===== config.mk =====
export PLATFORM = sky130hd
export DESIGN_NAME = imm_decode_stage
export DESIGN_NICKNAME = d
export VERILOG_FILES = /design/src/rtl/rv_decode_pkg.sv /design/src/rtl/imm_extract.sv /design/src/rtl/imm_decode_stage.sv
export SDC_FILE = /design/constraint.sdc
export NUM_CORES = 1
export LEC_CHECK = 0
export BUFFER_PORTS_ARGS = -buffer_cell sky130_fd_sc_hd__buf_2
export CAP_MARGIN = 25
export CORE_ASPECT_RATIO = 0.5
export CORE_MARGIN = 2
export CORE_UTILIZATION = 40
export CTS_CLUSTER_SIZE = 10
export DETAILED_ROUTE_END_ITERATION = 10
export GPL_TIMING_DRIVEN = 0
export HOLD_SLACK_MARGIN = 0.02
export PLACE_DENSITY = 0.74
export SLEW_MARGIN = 20
export SYNTH_ARGS = -nofsm -noshare
export SYNTH_HDL_FRONTEND = slang
export SYNTH_SLANG_ARGS = --single-unit

===== constraint.sdc =====
create_clock -name clk -period 1.75 [get_ports clk]
set_clock_uncertainty 0.1 [all_clocks]
set_input_delay 0.175 -clock clk [delete_from_list [all_inputs] [get_ports clk]]
set_output_delay 0.175 -clock clk [all_outputs]
set_load 0.03 [all_outputs]

===== src/rtl/rv_decode_pkg.sv =====
// Shared RISC-V decode constants: base opcodes and immediate-type encoding.
// Used by the immediate decode stage and the control decoder.
package rv_decode_pkg;

   // Major opcodes, instr[6:0]
   localparam logic [6:0] OpcLoad   = 7'b0000011;
   localparam logic [6:0] OpcOpImm  = 7'b0010011;
   localparam logic [6:0] OpcAuipc  = 7'b0010111;
   localparam logic [6:0] OpcStore  = 7'b0100011;
   localparam logic [6:0] OpcOp     = 7'b0110011;
   localparam logic [6:0] OpcLui    = 7'b0110111;
   localparam logic [6:0] OpcBranch = 7'b1100011;
   localparam logic [6:0] OpcJalr   = 7'b1100111;
   localparam logic [6:0] OpcJal    = 7'b1101111;
   localparam logic [6:0] OpcSystem = 7'b1110011;

   // Immediate format tag carried alongside the decoded immediate; 7 is unused
   typedef enum logic [2:0] {
      ImmNone = 3'd0,
      ImmI    = 3'd1,
      ImmS    = 3'd2,
      ImmB    = 3'd3,
      ImmU    = 3'd4,
      ImmJ    = 3'd5,
      ImmZ    = 3'd6
   } imm_type_e;

endpackage


===== src/rtl/imm_extract.sv =====
// Combinational immediate extraction: classifies the instruction format from
// the opcode and builds the XLEN-wide immediate. Unknown opcodes are flagged
// illegal but produce a NONE/zero immediate so the entry can still flow.
module imm_extract
   import rv_decode_pkg::*;
#(
   parameter int unsigned XLEN        = 32,
   parameter bit          CSR_ZIMM_EN = 1'b1
) (
   input  logic [31:0]     instr,
   output logic [XLEN-1:0] imm,
   output imm_type_e       imm_type,
   output logic            illegal
);

   logic [6:0] opcode;
   logic       sign;

   logic [XLEN-1:0] imm_i;
   logic [XLEN-1:0] imm_s;
   logic [XLEN-1:0] imm_b;
   logic [XLEN-1:0] imm_u;
   logic [XLEN-1:0] imm_j;
   logic [XLEN-1:0] imm_z;

   assign opcode = instr[6:0];
   assign sign   = instr[31];

   assign imm_i = {{(XLEN-11){sign}}, instr[30:20]};
   assign imm_s = {{(XLEN-11){sign}}, instr[30:25], instr[11:7]};
   assign imm_b = {{(XLEN-12){sign}}, instr[7], instr[30:25], instr[11:8], 1'b0};
   assign imm_u = {{(XLEN-31){sign}}, instr[30:12], 12'b0};
   assign imm_j = {{(XLEN-20){sign}}, instr[19:12], instr[20], instr[30:21], 1'b0};
   assign imm_z = {{(XLEN-5){1'b0}}, instr[19:15]};

   // Format classification from the opcode
   always_comb begin
      imm_type = ImmNone;
      illegal  = 1'b0;
      if (instr[1:0] != 2'b11) begin
         illegal = 1'b1;
      end else begin
         unique case (opcode)
            OpcLoad, OpcOpImm, OpcJalr: imm_type = ImmI;
            OpcStore:                   imm_type = ImmS;
            OpcBranch:                  imm_type = ImmB;
            OpcLui, OpcAuipc:           imm_type = ImmU;
            OpcJal:                     imm_type = ImmJ;
            // funct3[2] selects the CSR-immediate variants (csrrwi/csrrsi/csrrci)
            OpcSystem:                  imm_type = (CSR_ZIMM_EN && instr[14]) ? ImmZ : ImmI;
            OpcOp:                      imm_type = ImmNone;
            default:                    illegal  = 1'b1;
         endcase
      end
   end

   // Immediate select by format
   always_comb begin
      imm = '0;
      unique case (imm_type)
         ImmI:    imm = imm_i;
         ImmS:    imm = imm_s;
         ImmB:    imm = imm_b;
         ImmU:    imm = imm_u;
         ImmJ:    imm = imm_j;
         ImmZ:    imm = imm_z;
         default: imm = '0;
      endcase
   end

endmodule


===== src/rtl/imm_decode_stage.sv =====
// Immediate decode pipeline stage: decodes the immediate ahead of storage and
// holds results in a 2-entry skid buffer (OUT + SKID) so in_ready can be a
// plain register with no combinational path from out_ready.
module imm_decode_stage
   import rv_decode_pkg::*;
#(
   parameter int unsigned XLEN        = 32,
   parameter bit          CSR_ZIMM_EN = 1'b1
) (
   input  logic            clk,
   input  logic            rst_n,
   input  logic            flush,
   input  logic            in_valid,
   output logic            in_ready,
   input  logic [31:0]     in_instr,
   input  logic [XLEN-1:0] in_pc,
   output logic            out_valid,
   input  logic            out_ready,
   output logic [31:0]     out_instr,
   output logic [XLEN-1:0] out_pc,
   output logic [XLEN-1:0] out_imm,
   output logic [2:0]      out_imm_type,
   output logic            out_illegal
);

   // Packed entry: {instr, pc, imm, imm_type, illegal}
   localparam int unsigned EntryW = 32 + 2 * XLEN + 3 + 1;

   typedef enum logic [1:0] {
      StEmpty,
      StOne,
      StFull
   } state_e;

   state_e state_q, state_d;
   logic   in_ready_q, in_ready_d;

   logic [EntryW-1:0] in_entry;
   logic [EntryW-1:0] out_q, out_d;
   logic [EntryW-1:0] skid_q, skid_d;

   logic [XLEN-1:0] dec_imm;
   imm_type_e       dec_type;
   logic            dec_illegal;

   logic accept;
   logic retire;

   imm_extract #(
      .XLEN        (XLEN),
      .CSR_ZIMM_EN (CSR_ZIMM_EN)
   ) u_imm_extract (
      .instr    (in_instr),
      .imm      (dec_imm),
      .imm_type (dec_type),
      .illegal  (dec_illegal)
   );

   assign in_entry = {in_instr, in_pc, dec_imm, dec_type, dec_illegal};

   assign out_valid = (state_q != StEmpty);
   assign in_ready  = in_ready_q;
   assign accept    = in_valid & in_ready_q;
   assign retire    = out_valid & out_ready;

   assign {out_instr, out_pc, out_imm, out_imm_type, out_illegal} = out_q;

   // Skid-buffer next state and data movement
   always_comb begin
      state_d = state_q;
      out_d   = out_q;
      skid_d  = skid_q;
      unique case (state_q)
         StEmpty: begin
            if (accept) begin
               out_d   = in_entry;
               state_d = StOne;
            end
         end
         StOne: begin
            if (accept && retire) begin
               out_d = in_entry;
            end else if (accept) begin
               skid_d  = in_entry;
               state_d = StFull;
            end else if (retire) begin
               state_d = StEmpty;
            end
         end
         StFull: begin
            // in_ready is low here, so only a retire can move things
            if (retire) begin
               out_d   = skid_q;
               state_d = StOne;
            end
         end
         default: state_d = StEmpty;
      endcase
      // A coincident retire is already complete downstream; incoming is dropped
      if (flush) begin
         state_d = StEmpty;
      end
      in_ready_d = (state_d != StFull);
   end

   // State and storage registers
   always_ff @(posedge clk or negedge rst_n) begin
      if (!rst_n) begin
         state_q    <= StEmpty;
         in_ready_q <= 1'b0;
         out_q      <= '0;
         skid_q     <= '0;
      end else begin
         state_q    <= state_d;
         in_ready_q <= in_ready_d;
         out_q      <= out_d;
         skid_q     <= skid_d;
      end
   end

endmodule


### After elaboration in Yosys (flattened, before gate mapping)

Cells that the tools add are included.

| word-level totals | value |
|---|---|
| register bits | 203 |
| input port bits | 69 |
| output and inout bits | 102 |
| word-level logic and storage cells | 56 |

| cells by class | value |
|---|---|
| equal/unequal tests | 23 |
| multiplexer cells | 17 |
| bitwise logic cells | 3 |
| reduce and logical (&&, ||, !) cells | 9 |

Operator list:

| cell | number |
|---|---|
| $mux 100 | 3 |
| $pmux 100 s3 | 1 |
| $pmux 32 s6 | 1 |
| $eq 7x7->1 const B | 4 |
| $eq 7x6->1 const B | 3 |
| $pmux 3 s6 | 1 |
| $eq 7x5->1 const B | 2 |
| $mux 2 | 6 |
| $ne 2x2->1 const B | 5 |
| $reduce_or 10->1 | 1 |
| $eq 3x3->1 const B | 3 |
| $eq 7x2->1 const B | 1 |
| $eq 3x2->1 const B | 2 |
| $mux 3 | 2 |
| $pmux 2 s3 | 1 |
| $reduce_and 4->1 | 1 |
| $eq 3x1->1 const B | 1 |
| $reduce_and 3->1 | 1 |
| $reduce_bool 3->1 | 1 |
| $reduce_or 3->1 | 1 |
| $and 1x1->1 | 2 |
| $eq 2x1->1 const B | 1 |
| $eq 2x2->1 const B | 1 |
| $logic_not 2->1 | 1 |
| 5 further kinds | 6 |

### Longest topological paths before layout

| logic depth | value |
|---|---|
| depth in word-level cells | 8 |
| mapped depth | 9 |
| gate-level depth less buffers | 5 |

### By module

Synthesis repeated with hierarchy kept, for this count alone.

| unflattened totals | value |
|---|---|
| cells, all modules | 666 |
| area total of the unflattened synthesis | 9021.2 um2 |

Modules (own cells, without submodules):

| module | times used | cells an instance | area each (um2) | sequential area each (um2) |
|---|---|---|---|---|
| imm_decode_stage | 1 | 573 | 8356.8 | 5079.9 |
| imm_extract | 1 | 93 | 664.4 | 0.0 |

### Worst setup path before layout

OpenSTA, ideal clock, no wires.

| timing path | value |
|---|---|
| path type | register to register |
| from | reg in_ready_q (netlist: in_ready) |
| to | reg skid_q[73] |
| data arrival time | 1653 ps |
| required time | 1585 ps |
| path slack | -68 ps |
| stages on the path, launching flop included | 7 |
| clock period less this slack | 1818 ps |
| cells stage by stage | dfrtp_1 -> nand2_1 -> nor3_1 -> buf_2 -> buf_2 -> nand2_1 -> nand2_1 |

| on the way | value |
|---|---|
| word-level cells in the longest chain between the ends | 4 |

RTL lines:

| item | line | RTL |
|---|---|---|
| start: declaration | imm_decode_stage.sv:36 | `logic in_ready_q, in_ready_d;` |
| start signal: assignment | imm_decode_stage.sv:115 | `in_ready_q <= in_ready_d;` |
| $and 1x1->1 (*) | imm_decode_stage.sv:63 | `assign accept = in_valid & in_ready_q;` |
| $logic_and 1x1->1 | imm_decode_stage.sv:81 | `if (accept && retire) begin` |
| $not 1->1 (no line) | n/a |  |
| $reduce_and 3->1 (no line) (*) | n/a |  |
| end signal: assignment | imm_decode_stage.sv:117 | `skid_q <= skid_d;` |
| end: declaration | imm_decode_stage.sv:40 | `logic [EntryW-1:0] skid_q, skid_d;` |

Mark *: on every way between the ends. The rest lies on a longest branch, timed or not.
A chain may end at the register's enable or synchronous reset.

### Worst setup path in the final report

| timing path | value |
|---|---|
| from | reg state_q[1] |
| to | reg out_q[41] |

| on the way | value |
|---|---|
| word-level cells in the longest chain between the ends | 5 |
| elaborated cells on any way between the ends | 12 |
| classes of those cells | eq/ne (5); mux (1); bitwise (1); reduce/logical (5) |

RTL lines:

| item | line | RTL |
|---|---|---|
| start: declaration | imm_decode_stage.sv:35 | `state_e state_q, state_d;` |
| start signal: assignment | imm_decode_stage.sv:109 | `state_q <= StEmpty;` |
| start signal: assignment | imm_decode_stage.sv:114 | `state_q <= state_d;` |
| $reduce_bool 2->1 | imm_decode_stage.sv:61 | `assign out_valid = (state_q != StEmpty);` |
| $and 1x1->1 | imm_decode_stage.sv:64 | `assign retire = out_valid & out_ready;` |
| $logic_and 1x1->1 | imm_decode_stage.sv:81 |  |
| $ne 2x2->1 (no line) | n/a |  |
| $reduce_and 4->1 (no line) | n/a |  |
| end signal: assignment | imm_decode_stage.sv:116 | `out_q <= out_d;` |
| end: declaration | imm_decode_stage.sv:39 | `logic [EntryW-1:0] out_q, out_d;` |

Parallel ways exist; a longest one is shown, timed or not.

==> insert_results.sql <==
INSERT INTO impl_metrics (metric_group, metric, value, unit) VALUES
('outcome', 'outcome', 'finished, violations left', ''),
('outcome', 'failing_checks', 'setup timing', ''),
('floorplanning', 'row_count', '38', ''),
('pwr', 'vdd.ir_drop.worst', '0.7106', 'mV'),
('placed_design', 'dp_hpwl', '18490', 'um'),
('detailed_routing', 'wl', '29240', 'um'),
('finish', 'final_design_area_no_fill', '0.01234', 'sq mm'),
('detailed_routing', 'drt.antenna.violating_nets', '0', ''),
('clocking', 'clk_transition_reported_paths', '0.06', 'ns'),
('clocking', 'cts_htree_levels', '1', ''),
('synthesis', 'library_cell_occupying_the_most_area_in_the_post_synthesis_netlist', 'dfrtp_1', ''),
('synthesis', 'synth.most_common_cell', 'nand2_1', ''),
('setup_path', 'timing.critical_path.buf_inv', '5', ''),
('synthesis', 'post_synth_main_area_contributors', 'dfrtp_1, nand2_1, a31oi_1', ''),
('global_route', 'grt.total_usage', '0.2360', ''),
('detailed_routing', 'detailedRoute.firstPassIterationCount', '6', ''),
('timing', 'timing.final.crit_share', '1.105', ''),
('synthesis', 'postSynthRegisterBits', '203', ''),
('floorplanning', 'core-area', '0.02168', 'sq mm'),
('setup_path', 'regToRegSetupSlack', '-0.18', 'ns'),
('global_route', 'globalRouteOverflowTotal', '0', ''),
('placed_design', 'gpl.final_weighted_congestion', '0.8969', ''),
('setup_path', 'critical_path.top_delay_family', 'buffers and inverters', ''),
('floorplanning', 'dieArea', '0.02342', 'sq mm'),
('timing', 'timing.final.max_slew_violations', '0', ''),
('timing', 'final_hold_vio_count', '0', ''),
('setup_path', 'cp_slowest_stage_delay', '0.40', 'ns'),
('global_route', 'grt_first_pass_wirelength', '44200', 'um'),
('global_route', 'first_global_vias', '8363', ''),
('synthesis', 'post_synth_num_cell_types', '48', ''),
('clocking', 'cts.root.buffer_cell', 'clkbuf_16', ''),
('timing', 'fin_setup_tns', '-9.070', 'ns'),
('finish', 'finalNetCount', '1342', ''),
('timing', 'timing.slew.headroom', '0.4523', ''),
('floorplanning', 'die_h', '109.2', 'um'),
('timing', 'final_critical_path_time_including_i_o_delays_and_setup', '1.934', 'ns'),
('clocking', 'tritoncts_clock_tree', 'done', ''),
('setup_path', 'path_max_fanout', '7', ''),
('setup_path', 'cp_data_arrival_time', '2.25', 'ns'),
('setup_path', 'timing.setup.critical_path_class', 'reg2reg', ''),
('timing', 'timing.fmax', '517.0', 'MHz'),
('floorplanning', 'initial_core_util', '0.4085', ''),
('synthesis', 'synth_edf_count', '0', ''),
('synthesis', 'netlist_instances', '989', ''),
('timing', 'worst_slew_pin_tran', '0.8186', 'ns'),
('clocking', 'clk_path_buf_depth', '3', ''),
('placed_design', 'placed_cell_area', '0.01015', 'sq mm'),
('detailed_routing', 'via_count', '8692', ''),
('synthesis', 'synth_area_per_cell', '8.954', 'sq um'),
('synthesis', 'synth.cell_area', '0.008856', 'sq mm'),
('finish', 'layout-drive-gt1-share', '0.2969', ''),
('timing', 'final_critical_path_setup_slack', '-0.1841', 'ns'),
('floorplanning', 'die_width', '214.4', 'um'),
('synthesis', 'synth-seq-area-share', '0.5736', ''),
('detailed_routing', 'route.detailed.drc', '0', ''),
('setup_path', 'worst-endpoint-required', '2.07', 'ns'),
('placed_design', 'dpl.cell_count', '1459', ''),
('synthesis', 'yosys_warnings', '0', ''),
('timing', 'report.final.setup_viol', '99', ''),
('detailed_routing', 'drt_iter0_markers', '993', ''),
('synthesis', 'synth.net_count', '1058', ''),
('finish', 'synthToLayoutAreaGrowth', '39.39', '%'),
('finish', 'antenna-diode-count', '0', ''),
('detailed_routing', 'drt-wirelength-per-cell', '18.59', 'um'),
('pwr', 'power.density_cell_area', '1126', 'mW/mm^2'),
('setup_path', 'path_cells', 'buf_6 -> nor2b_2 -> buf_4 -> nand2_4 -> nand2_8 -> buf_12 -> buf_12 -> buf_4 -> a31oi_1', ''),
('setup_path', 'worst_setup_path_end_kind', 'flip-flop', ''),
('placed_design', 'port_buffers', '168', ''),
('detailed_routing', 'via_density', '5.526', ''),
('synthesis', 'synthDominantCellAreaShare', '0.5736', ''),
('setup_path', 'sort_of_element_at_the_start_of_the_critical_path', 'flip-flop', '');
[cell usage in the layout, fill, tap and decap left out, drive strengths merged, types with 2 or more instances in the layout]
cell type    synthesis  routed
nand2              349     350
buf                 31     216
dfrtp              203     203
nor2               103     104
a31oi               83      83
dlygate4sd3          0      68
clkbuf              36      63
a21oi               46      46
o21ai               38      38
or3                 22      22
and3                 8       8
a22o                 7       7
a221o                6       6
a22oi                6       6
o22ai                5       5
inv                  4       5
and2                 4       4
nor2b                4       4
nor3                 4       4
nand2b               3       3
or2                  2       2
nand4b               2       2
a211o                2       2
nor3b                2       2
a21o                 2       2
nand4                2       2
[through the flow]
stage / setup slack, ns / utilization / hold WS, ns
after global routing: -0.2238 / 0.5694 / 0.06803
after detailed placement: -0.5754 / 0.4681 / -0.01468
after CTS: -0.1466 / 0.5401 / -0.1136
final: -0.1841 / 0.5694 / 0.006622
after floorplan: 0.005565 / - / -0.2206
after global placement: -2.875 / 0.4651 / 0.2489
[per-layer routing]
metal | routed length, um | track usage
met1 | 11820 | 0.3022
met2 | 13930 | 0.3961
met3 | 2315 | 0.04770
met4 | 1133 | 0.1017
met5 | 36 | 0
[final cells by class]
class,count,area [sq um]
buffer,66,559.3
clock inverter,2,38.79
sequential,203,5081
fill,1805,9336
timing repair buffer,257,1849
multi-input combinational,717,3825
tap,300,375.4
clock buffer,24,600.6
inverter,4,15.01
[worst paths after layout]
kind,cells past startpoint,to,start
hold / removal,2,skid_q[80],rst_n
setup reg to reg,9,out_q[41],state_q[1]
hold reg to reg,2,skid_q[56],skid_q[56]
setup / recovery,9,out_q[41],state_q[1]
max in group asynchronous,4,skid_q[48],rst_n
min in group clk,4,skid_q[70],in_instr[2]
[worst register-to-register path: cells and delay by family (launching register included)]
family / cells / cell delay [ns]
compound gates: 1 / 0.17
buf+inv: 5 / 0.75
flops: 1 / 0.40
simple gates: 3 / 0.43
[where the power goes]
group	switching, mW	internal [mW]
sequential	0.593	5.62
combinational	2.11	1.25
clock	1.89	2.44
[repair_timing]
action,in CTS,in global routing
hold buffers,67,1
resized for setup,91,139
endpoints found under the setup margin,201,201
gates cloned,1,8
pin swaps,2,3
endpoints found under the hold margin,302,2
buffers inserted,4,9
[kinds of logic after synthesis]
kind of cell,synth area share
simple gates,0.2379
compound gates,0.1492
flops,0.5736
buf+inv,0.03815
mux,0.001130
[flip-flops by register name, summed over array words and instances (netlist names)]
| name | cells |
|---|---|
| out_q | 100 |
| skid_q | 100 |
| state_q | 2 |
| in_ready | 1 |
(Power assumes the default switching activity.)
